**src/rtl/bit_packer_if.sv**
```systemverilog
// Handshake bundle between the bit source, the packer and the word consumer.
// The master side drives bits, flush and out_ready; the slave side is the packer.
interface bit_packer_if #(
   parameter int WIDTH = 8
);
   localparam int CW = $clog2(WIDTH + 1);

   logic          in_valid;
   logic          in_bit;
   logic          in_ready;
   logic          flush;
   logic          flush_busy;
   logic          out_valid;
   logic          out_ready;
   logic [WIDTH-1:0] out_data;
   logic [CW-1:0] out_count;

   modport master (
      output in_valid, in_bit, flush, out_ready,
      input  in_ready, flush_busy, out_valid,
      input  out_data, out_count
   );

   modport slave (
      input  in_valid, in_bit, flush, out_ready,
      output in_ready, flush_busy, out_valid,
      output out_data, out_count
   );
endinterface

```
**src/rtl/bit_packer.sv**
```systemverilog
// Packs a stream of decoded bits into WIDTH-bit words on a valid/ready
// output register, with a flush that emits a partial word and its bit count.
module bit_packer #(
   parameter int WIDTH     = 8,
   parameter bit MSB_FIRST = 1'b1
) (
   input logic         clk,
   input logic         rst,
   bit_packer_if.slave bus
);
   localparam int CW = $clog2(WIDTH + 1);
   localparam int IW = $clog2(WIDTH);
   localparam logic [CW-1:0] LAST = CW'(WIDTH - 1);
   localparam logic [IW-1:0] TOP  = IW'(WIDTH - 1);

   logic [WIDTH-1:0] acc, acc_n, acc_w;
   logic [CW-1:0]    cnt, cnt_n, cnt_eff;
   logic             ov_q, ov_n;
   logic [WIDTH-1:0] od_q, od_n;
   logic [CW-1:0]    oc_q, oc_n;
   logic             fp_q, fp_n;
   logic             in_ready;
   logic             accept;
   logic             want_flush;
   logic             do_flush;
   logic [IW-1:0]    pos;

   // The only stall: one bit short of a word while the output slot is full.
   assign in_ready   = !(cnt == LAST && ov_q);
   assign accept     = bus.in_valid && in_ready;
   assign want_flush = fp_q || bus.flush;
   assign do_flush   = want_flush && (!ov_q || bus.out_ready);

   assign bus.in_ready   = in_ready;
   assign bus.flush_busy = fp_q;
   assign bus.out_valid  = ov_q;
   assign bus.out_data   = od_q;
   assign bus.out_count  = oc_q;

   always_comb begin
      pos     = MSB_FIRST ? TOP - cnt[IW-1:0] : cnt[IW-1:0];
      acc_w   = acc;
      if (accept) acc_w[pos] = bus.in_bit;
      cnt_eff = cnt + {{(CW-1){1'b0}}, accept};
      acc_n   = acc_w;
      cnt_n   = cnt_eff;
      ov_n    = ov_q && !bus.out_ready;
      od_n    = od_q;
      oc_n    = oc_q;
      fp_n    = want_flush && !do_flush;
      // A full word and a non-empty flush both load the freed slot.
      if ((accept && cnt == LAST) ||
          (do_flush && cnt_eff != '0)) begin
         od_n  = acc_w;
         oc_n  = cnt_eff;
         ov_n  = 1'b1;
         acc_n = '0;
         cnt_n = '0;
      end
   end

   always_ff @(posedge clk) begin
      if (rst) begin
         acc  <= '0;
         cnt  <= '0;
         ov_q <= 1'b0;
         od_q <= '0;
         oc_q <= '0;
         fp_q <= 1'b0;
      end else begin
         acc  <= acc_n;
         cnt  <= cnt_n;
         ov_q <= ov_n;
         od_q <= od_n;
         oc_q <= oc_n;
         fp_q <= fp_n;
      end
   end
endmodule

```
**src/flat_wrapper.sv**
```systemverilog
// flat-port wrapper written by rule: the top's interface ports become plain ports
module bit_packer_flat 
#(
   parameter int WIDTH     = 8,
   parameter bit MSB_FIRST = 1'b1
)
  (clk, rst, bus_in_valid, bus_in_bit, bus_flush, bus_out_ready, bus_in_ready, bus_flush_busy, bus_out_valid, bus_out_data, bus_out_count);
  bit_packer_if #(.WIDTH(WIDTH)) bus_i ();
  input logic clk;
  input logic rst;
  input wire logic [$bits(bus_i.in_valid)-1:0] bus_in_valid;
  input wire logic [$bits(bus_i.in_bit)-1:0] bus_in_bit;
  input wire logic [$bits(bus_i.flush)-1:0] bus_flush;
  input wire logic [$bits(bus_i.out_ready)-1:0] bus_out_ready;
  output wire logic [$bits(bus_i.in_ready)-1:0] bus_in_ready;
  output wire logic [$bits(bus_i.flush_busy)-1:0] bus_flush_busy;
  output wire logic [$bits(bus_i.out_valid)-1:0] bus_out_valid;
  output wire logic [$bits(bus_i.out_data)-1:0] bus_out_data;
  output wire logic [$bits(bus_i.out_count)-1:0] bus_out_count;
  assign bus_i.in_valid = bus_in_valid;
  assign bus_i.in_bit = bus_in_bit;
  assign bus_i.flush = bus_flush;
  assign bus_i.out_ready = bus_out_ready;
  assign bus_in_ready = bus_i.in_ready;
  assign bus_flush_busy = bus_i.flush_busy;
  assign bus_out_valid = bus_i.out_valid;
  assign bus_out_data = bus_i.out_data;
  assign bus_out_count = bus_i.out_count;
  bit_packer #(.WIDTH(WIDTH), .MSB_FIRST(MSB_FIRST)) u_core (.clk(clk), .rst(rst), .bus(bus_i));
endmodule
```
**config.mk**
```make
export PLATFORM = sky130hd
export DESIGN_NAME = bit_packer_flat
export DESIGN_NICKNAME = d
export VERILOG_FILES = /design/src/rtl/bit_packer_if.sv /design/src/rtl/bit_packer.sv /design/src/flat_wrapper.sv
export SDC_FILE = /design/constraint.sdc
export NUM_CORES = 1
export LEC_CHECK = 0
export CORE_MARGIN = 8
export CORE_UTILIZATION = 30
export CTS_CLUSTER_DIAMETER = 200
export CTS_CLUSTER_SIZE = 24
export DETAILED_ROUTE_END_ITERATION = 10
export PLACE_DENSITY = 0.56
export SYNTH_ARGS = -nofsm -noshare
export SYNTH_HDL_FRONTEND = slang
export SYNTH_SLANG_ARGS = --single-unit
```
**constraint.sdc**
```tcl
create_clock -name clk -period 3.1 [get_ports clk]
set_clock_uncertainty 0.05 [all_clocks]
set_input_delay 0.31 -clock clk [delete_from_list [all_inputs] [get_ports clk]]
set_output_delay 0.31 -clock clk [all_outputs]
set_load 0.01 [all_outputs]
```
Word level (Yosys, flattened, before mapping). Cells that the tools add are included.

Reductions and logical operators: 17. Mux-type cells: 5. $lt $le $gt $ge: 2. Add/sub/neg operators: 2. Equal/unequal tests: 1.

Operators with widths (count): $bwmux 8 (1); $logic_and 1x1->1 (8); $mux 8 (1); $add 4x1->4 (1); $eq 4x3->1 const B (1); $logic_not 1->1 (4); $lt 3x4->1 const B (1); $reduce_bool 4->1 (1); $demux 1 s3 (1); $ge 3x1->1 const B (1); $logic_or 1x1->1 (3); $sub 3x3->3 const A (1); $mux 1 (2); $reduce_or 2->1 (1).

Output and inout bits: 15. Bits in registers: 26. Logic and storage cells: 33. Input port bits: 6.

Depth between registers and ports, before layout. Gate-level depths: netlist of run 1.

Depth after elaboration: 9. Depth in mapped cells: 11. Mapped depth without buffers: 9.

Worst setup path after synthesis of run 1. No wires, ideal clock.

Kind: register -> register. From: register u_core.cnt[1]. To: register u_core.od_q[3] (netlist: u_core.bus.out_data[3]). Library setup time: 0.068 ns. Required time: 2.982 ns. Clock period less this slack: 2.595 ns. Buffers on the path: 2. Cell stages (with the launch flop): 12. Slack: 0.505 ns. Arrival: 2.477 ns. Cells stage by stage: dfxtp_1 buf_2 nand4b_1 or2_2 and2_1 ha_1 ha_1 nor2_1 a211oi_2 a211oi_4 buf_6 o2bb2ai_2.

Cells in the longest elaborated chain, start to end: 8. Elaborated cells between the ends (all ways): 17. Classes of those cells: add/sub (2); order compare (2); eq/ne (1); mux (4); reduce/logical (8).

Ends and longest elaborated chain: start, declared (line bit_packer.sv:17) `logic [CW-1:0] cnt, cnt_n, cnt_eff;`; start signal, assigned (line bit_packer.sv:72) `cnt <= cnt_n;`; $eq 4x3->1 (line bit_packer.sv:29) `assign in_ready = !(cnt == LAST && ov_q);`; $logic_and 1x1->1 (line bit_packer.sv:29); $logic_not 1->1 (line bit_packer.sv:29); net bus_in_ready (line flat_wrapper.sv:15) `output wire logic [$bits(bus_i.in_ready)-1:0] bus_in_ready;`; $logic_and 1x1->1 (line bit_packer.sv:30) `assign accept = bus.in_valid && in_ready;`; $add 4x1->4 (line bit_packer.sv:44) `cnt_eff = cnt + {{(CW-1){1'b0}}, accept};`; net u_core.cnt_eff[1] (line bit_packer.sv:17); $reduce_bool 4->1 (line bit_packer.sv:53) `(do_flush && cnt_eff != '0)) begin`; $logic_and 1x1->1 (line bit_packer.sv:53); $logic_or 1x1->1 (line bit_packer.sv:52) `if ((accept && cnt == LAST) ||`; end signal, assigned (line bit_packer.sv:74) `od_q <= od_n;`; end, declared (line bit_packer.sv:19) `logic [WIDTH-1:0] od_q, od_n;`.

The timed path passes the listed nets, and every way through them passes these cells. A chain may end at the register's enable or synchronous reset.

Worst setup path in the final report of run 1.
From: register u_core.cnt[1]. To: register u_core.acc[5].

Cells in the longest elaborated chain, start to end: 9. Elaborated cells between the ends (all ways): 18. Classes of those cells: add/sub (2); order compare (2); eq/ne (1); mux (4); reduce/logical (9).

Ends and longest elaborated chain: $eq 4x3->1 (line bit_packer.sv:29); $logic_and 1x1->1 (line bit_packer.sv:29); $logic_not 1->1 (line bit_packer.sv:29); $logic_and 1x1->1 (line bit_packer.sv:30); $add 4x1->4 * (line bit_packer.sv:44); net u_core.cnt_eff[1] (line bit_packer.sv:17); $reduce_bool 4->1 * (line bit_packer.sv:53); $logic_and 1x1->1 * (line bit_packer.sv:53); $logic_or 1x1->1 * (line bit_packer.sv:52); $reduce_or 2->1 (no line) *; end signal, assigned (line bit_packer.sv:71) `acc <= acc_n;`; end, declared (line bit_packer.sv:16) `logic [WIDTH-1:0] acc, acc_n, acc_w;`.

Mark *: on every way through the listed nets, which the timed path passes. The rest lies on a longest branch.

==> results of run 1 <==
-- worst max-delay path, stage by stage, from the launching register on --
cell	delay [ns]
dfxtp_1	0.51
nand4b_1	0.22
or2_2	0.33
and2_1	0.16
ha_1	0.20
ha_1	0.30
nor2_1	0.21
a211oi_2	0.14
a211oi_4	0.21
buf_4	0.31
nor2b_1	0.17
-- per-layer routing --
metal	GRT usage, %	vias up	share of wire (%)
met4	3.33	0	1.1
met5	0	-	0
met3	3.27	4	5.6
met1	9.69	372	51
li1	-	409	-
met2	11.9	16	43
-- state kept, by name, indices dropped and copies added (netlist names) --
name / flops
u_core.bus.out_data: 8
u_core.bus.flush_busy: 1
u_core.acc: 8
u_core.bus.out_count: 4
u_core.bus.out_valid: 1
u_core.cnt: 4
-- through the flow --
step | worst slack (ns) | utilization [%] | cells | hold slack (ns)
6_report | 0.221 | 37.5 | 173 | 0.424
5_1_grt | 0.0324 | 37.5 | 173 | 0.440
4_1_cts | 0.225 | 37.5 | 173 | 0.427
3_5_place_dp | 0.244 | 36.5 | 170 | 0.401
3_3_place_gp | 0.348 | 36.5 | 170 | 0.410
2_1_floorplan | 0.505 | - | 103 | 0.336
-- layout by cell type (no fill, tap or decap) --
| master | instances |
|---|---|
| nand4b_1 | 3 |
| mux2i_1 | 8 |
| or2_2 | 1 |
| clkbuf_8 | 3 |
| and2b_1 | 7 |
| o2bb2ai_1 | 2 |
| xnor2_4 | 1 |
| xnor2_2 | 1 |
| clkdlybuf4s50_1 | 20 |
| nand3_2 | 1 |
| ha_1 | 2 |
| nor4_1 | 1 |
| o211ai_1 | 1 |
| and2_1 | 3 |
| buf_4 | 3 |
| o31a_1 | 1 |
| nor3b_1 | 3 |
| a311oi_1 | 1 |
| nor2b_1 | 4 |
| o221ai_1 | 1 |
| xor2_1 | 1 |
| inv_1 | 4 |
| o21ai_1 | 1 |
| a211oi_4 | 1 |
| nand2b_1 | 2 |
| nor2_1 | 5 |
| o2bb2ai_2 | 10 |
| a211oi_2 | 1 |
| dfxtp_1 | 26 |
| nand2_1 | 2 |
| nor3_1 | 3 |
-- final cells by class --
class,instances,area [um2]
fillers,373,2460
multi-input cells,67,618
flip-flops and latches,26,520
repair buffers,23,223
well taps,50,62.6
clock buffers,3,41.3
inverters,4,15.0
-- synth_stat cells (all sizes together) --
master   number
a311oi        1
xor2          1
nand2         2
o211ai        1
nor2          5
and2b         7
dfxtp        26
nor2b         4
nand3         1
mux2i         8
nor3b         3
ha            2
nor4          1
a211oi        2
o2bb2ai      12
nor3          3
buf           6
nand2b        2
inv           4
o31a          1
o21ai         1
or2           1
nand4b        3
xnor2         2
o221ai        1
and2          3
-- power groups by stage --
stage	Sequential [uW]	Combinational, uW	Clock [uW]
2_1_floorplan	360	70.2	0
3_3_place_gp	360	96.0	0
3_5_place_dp	360	97.4	0
4_1_cts	352	98.0	195
5_1_grt	354	106	210
6_report	352	97.0	188
-- final timing paths --
kind                      startpoint                       to  slack (ns)  cells after the start
max                    u_core.cnt[1]            u_core.acc[5]        0.22                     10
max reg2reg            u_core.cnt[1]            u_core.acc[5]        0.22                     10
min reg2reg  u_core.bus.out_count[3]  u_core.bus.out_count[3]        0.42                      1
min          u_core.bus.out_count[3]  u_core.bus.out_count[3]        0.42                      1
-- kinds of logic (layout without fill, tap and decap cells) --
kind of cell / Yosys count / after routing / synth area share (%)
AO/OA/AOI/OAI: 19 / 19 / 19.9
XOR/XNOR: 3 / 3 / 4.37
adder cells (fa/ha/maj): 2 / 2 / 2.08
buffers and inverters: 10 / 30 / 5.40
flip-flops: 26 / 26 / 43.2
multiplexers: 8 / 8 / 6.65
AND/OR/NAND/NOR: 35 / 35 / 18.4
==> results.ini, run 1 <==
[routing]
num_vias = 801
drc_errors = 0
avgViaCountPerCell = 4.63
dr.pass1.iters = 3
antenna_left = 0
post_drt_wl_per_cell_um = 13.5
wirelength_mm = 2.34
drtIter0Drc = 39

[final_layout]
drive_above_1_share_pct = 17.9
antenna_cells = 0
nNetsFinal = 133
final_cell_area_um2 = 1480
synthToLayoutAreaGrowth_pct = 23.0

[sta]
finalSetupViolations = 0
setup_tns_ns = 0
finalMaxSlewViolations = 0
fmax_ghz = 0.347
worst_pin_slew_ns = 0.337
hold_viol = 0
rsz0062_at_grt = false
post-route-period-util_pct = 92.9
slew_headroom_pct = 77.5
period_needed_ns = 2.88

[power]
leakage_uw = 0.000531
total_power_uw = 638
powerDensity_nw_per_um2 = 431
intPower_uw = 474
irDropWorstVdd_uv = 188
netSwitchingFraction_pct = 25.6
p_sw_uw = 163
pwr-share-comb_pct = 15.2
clkPwrFrac_pct = 29.5
pwr-share-seq_pct = 55.2

[synthesis]
ys_seq_area_share_pct = 43.2
synth_area_leader_cell = dfxtp_1
avgSynthCellArea_um2 = 11.7
ys_ff_latch = 26
synth_top_area_share_pct = 43.2
syn_area_um2 = 1200
ys_types = 32
syn_nets = 111
ys_warn_count = 0
synthCells = 103
ys_top_cells_by_area = dfxtp_1 (43%), o2bb2ai_2 (12%), mux2i_1 (6.7%)

[clock_tree]
root_buffer = clkbuf_8
htree_levels = 1
clkTransAtPathRegs_ns = 0.09
clock_sinks = 26
cts_tree = done
ctsHoldBuffers = 0
cts_setup_buffers = 0
cts_resized = 0
clock_path_buffers = 2
cts_made_buffers = 3
clock_latency_ns = 0.27

[worst_setup_path]
critPathKind = flip-flop to flip-flop
crit_fanout = 23
worst_ep_arrival_time_ns = 3.04
critPathLaunchType = flip-flop
worstPathRequired_ns = 3.26
crit_path_end_kind = flip-flop

[floorplanning]
core_area_um2 = 3940
start_util_pct = 30.5
placementRows = 23
fp.dieW_um = 79.3
die_area_um2 = 6290
ioPinCount = 21
die_height_um = 79.3

[flow_run]
maxCapViolCount = 0

[global_routing]
grt_overflow_total = 0
grt_max_degree = 24
grt_pass1_wl_mm = 3.96
antenna_found_initial = 0
grt_pass1_vias = 862
grt_util_all_layers_pct = 7.92

[placement]
place_area_um2 = 1440
gp_congestion = 0.808
io_buffers = 20
hpwl_mm = 1.67

[worst_hold_path]
hold_path.class = flip-flop to flip-flop

[run_status]
status = completed

Note: power is estimated with default switching activity, not from simulation.
==> inputs of run 2 (changes only) <==
ABC_CLOCK_PERIOD_IN_PS = 3100   (was not set)
CORE_MARGIN = 2   (was 8)
==> run 2 against run 1 <==
  * Routed wire length down 14%
  * Setup slack better by 0.023 ns
  * Total power shrank 0.46%
  * Critical path depth unchanged
  * Register-to-register slack better by 0.02 ns
  * Critical path type unchanged
  * Critical endpoint is now u_core.cnt[1]
  * Largest power group unchanged
==> results.ini, run 2 (synthesis results as in run 1) <==
[run_status]
status = completed

[routing]
wirelength_mm = 2.02
drc_errors = 0
dr.pass1.iters = 2
num_vias = 804
drtIter0Drc = 26
antenna_left = 0
post_drt_wl_per_cell_um = 11.7
avgViaCountPerCell = 4.65

[power]
pwr-share-comb_pct = 14.9
pwr-share-seq_pct = 55.5
clkPwrFrac_pct = 29.5
powerDensity_nw_per_um2 = 429
p_sw_uw = 160
intPower_uw = 474
irDropWorstVdd_uv = 174
netSwitchingFraction_pct = 25.3
leakage_uw = 0.000531

[clock_tree]
htree_levels = 1
clock_path_buffers = 2
clock_latency_ns = 0.27
clkTransAtPathRegs_ns = 0.08
root_buffer = clkbuf_8
cts_tree = done
cts_resized = 0
cts_setup_buffers = 0
cts_made_buffers = 3
clock_sinks = 26
ctsHoldBuffers = 0

[worst_setup_path]
critPathKind = flip-flop to flip-flop
crit_fanout = 23
worstPathRequired_ns = 3.27
crit_path_max_incr_delay_ns = 0.51
critPathLaunchType = flip-flop
worst_ep_arrival_time_ns = 3.02
crit_chain = nand4b_1 > or2_2 > and2_1 > ha_1 > ha_1 > nor2_1 > a211oi_2 > a211oi_4 > buf_4 > and2_1
crit_path_end_kind = flip-flop
crit_slowest_cell = dfxtp_1

[flow_run]
maxCapViolCount = 0

[global_routing]
grt_max_degree = 24
antenna_found_initial = 0
grt_overflow_total = 0
grt_pass1_vias = 738
grt_pass1_wl_mm = 3.32
grt_util_all_layers_pct = 10.1

[worst_hold_path]
hold_path.class = flip-flop to flip-flop

[floorplanning]
start_util_pct = 30.5
die_height_um = 67.3
die_area_um2 = 4530
fp.dieW_um = 67.3
placementRows = 23
core_area_um2 = 3940
ioPinCount = 21

[sta]
post-route-period-util_pct = 92.2
rsz0062_at_grt = false
finalSetupViolations = 0
fmax_ghz = 0.350
setup_tns_ns = 0
period_needed_ns = 2.86
setup_ws_ns = 0.243
worst_pin_slew_ns = 0.315
hold_viol = 0
finalMaxSlewViolations = 0
slew_headroom_pct = 79.0

[final_layout]
final_cell_mix = dfxtp_1 (26), clkdlybuf4s50_1 (20), o2bb2ai_2 (10)
mostFrequentLayoutCell = dfxtp_1
antenna_cells = 0
final.fill_count = 385
final_cell_area_um2 = 1480
nNetsFinal = 133
drive_above_1_share_pct = 17.9
synthToLayoutAreaGrowth_pct = 23.0

[placement]
place_ws_ns = 0.266
gp_congestion = 0.843
io_buffers = 20
place_area_um2 = 1440
hpwl_mm = 1.47

run 2: power by group through the flow:
stage,combinational [uW],sequential [uW],clock (uW)
3_3_place_gp,95.6,360,0
5_1_grt,105,354,213
2_1_floorplan,70.2,360,0
3_5_place_dp,96.3,360,0
6_report,94.9,353,187
4_1_cts,96.6,353,196
run 2: final timing paths:
path / from / to / slack (ns) / cells past startpoint
setup / recovery: u_core.cnt[1] / u_core.cnt[1] / 0.24 / 10
hold / removal: u_core.bus.out_count[3] / u_core.bus.out_count[3] / 0.42 / 1
setup reg to reg: u_core.cnt[1] / u_core.cnt[1] / 0.24 / 10
hold reg to reg: u_core.bus.out_count[3] / u_core.bus.out_count[3] / 0.42 / 1
run 2: routing by layer:
metal | GRT usage, % | vias up | routed length [um]
li1 | - | 413 | -
met5 | 0 | - | 0
met4 | 5.36 | 0 | 37
met3 | 3.17 | 5 | 96
met2 | 15.1 | 17 | 862
met1 | 13.0 | 369 | 1030
run 2: area by class of cell:
type / count / area [um2] / share of cell area, %
Clock buffer: 3 / 41.3 / 2.79
Inverter: 4 / 15.0 / 1.01
Multi-Input combinational cell: 67 / 618 / 41.8
Sequential cell: 26 / 520 / 35.2
Tap cell: 50 / 62.6 / 4.23
Timing Repair Buffer: 23 / 223 / 15.0
run 2: critical path, delay by kind of cell, from the launching register on:
family | cells | cell delay (ns)
simple gates | 5 | 1.08
flops | 1 | 0.51
fa+ha+maj | 2 | 0.51
compound gates | 2 | 0.35
buf+inv | 1 | 0.30
run 2: stage by stage:
stage	total power, uW	hold WS (ns)	util (%)	std cells
global route	672	0.439	37.5	173
detailed placement	457	0.401	36.5	170
finish	635	0.420	37.5	173
CTS	645	0.427	37.5	173
floorplan	430	0.336	-	103
global placement	456	0.410	36.5	170
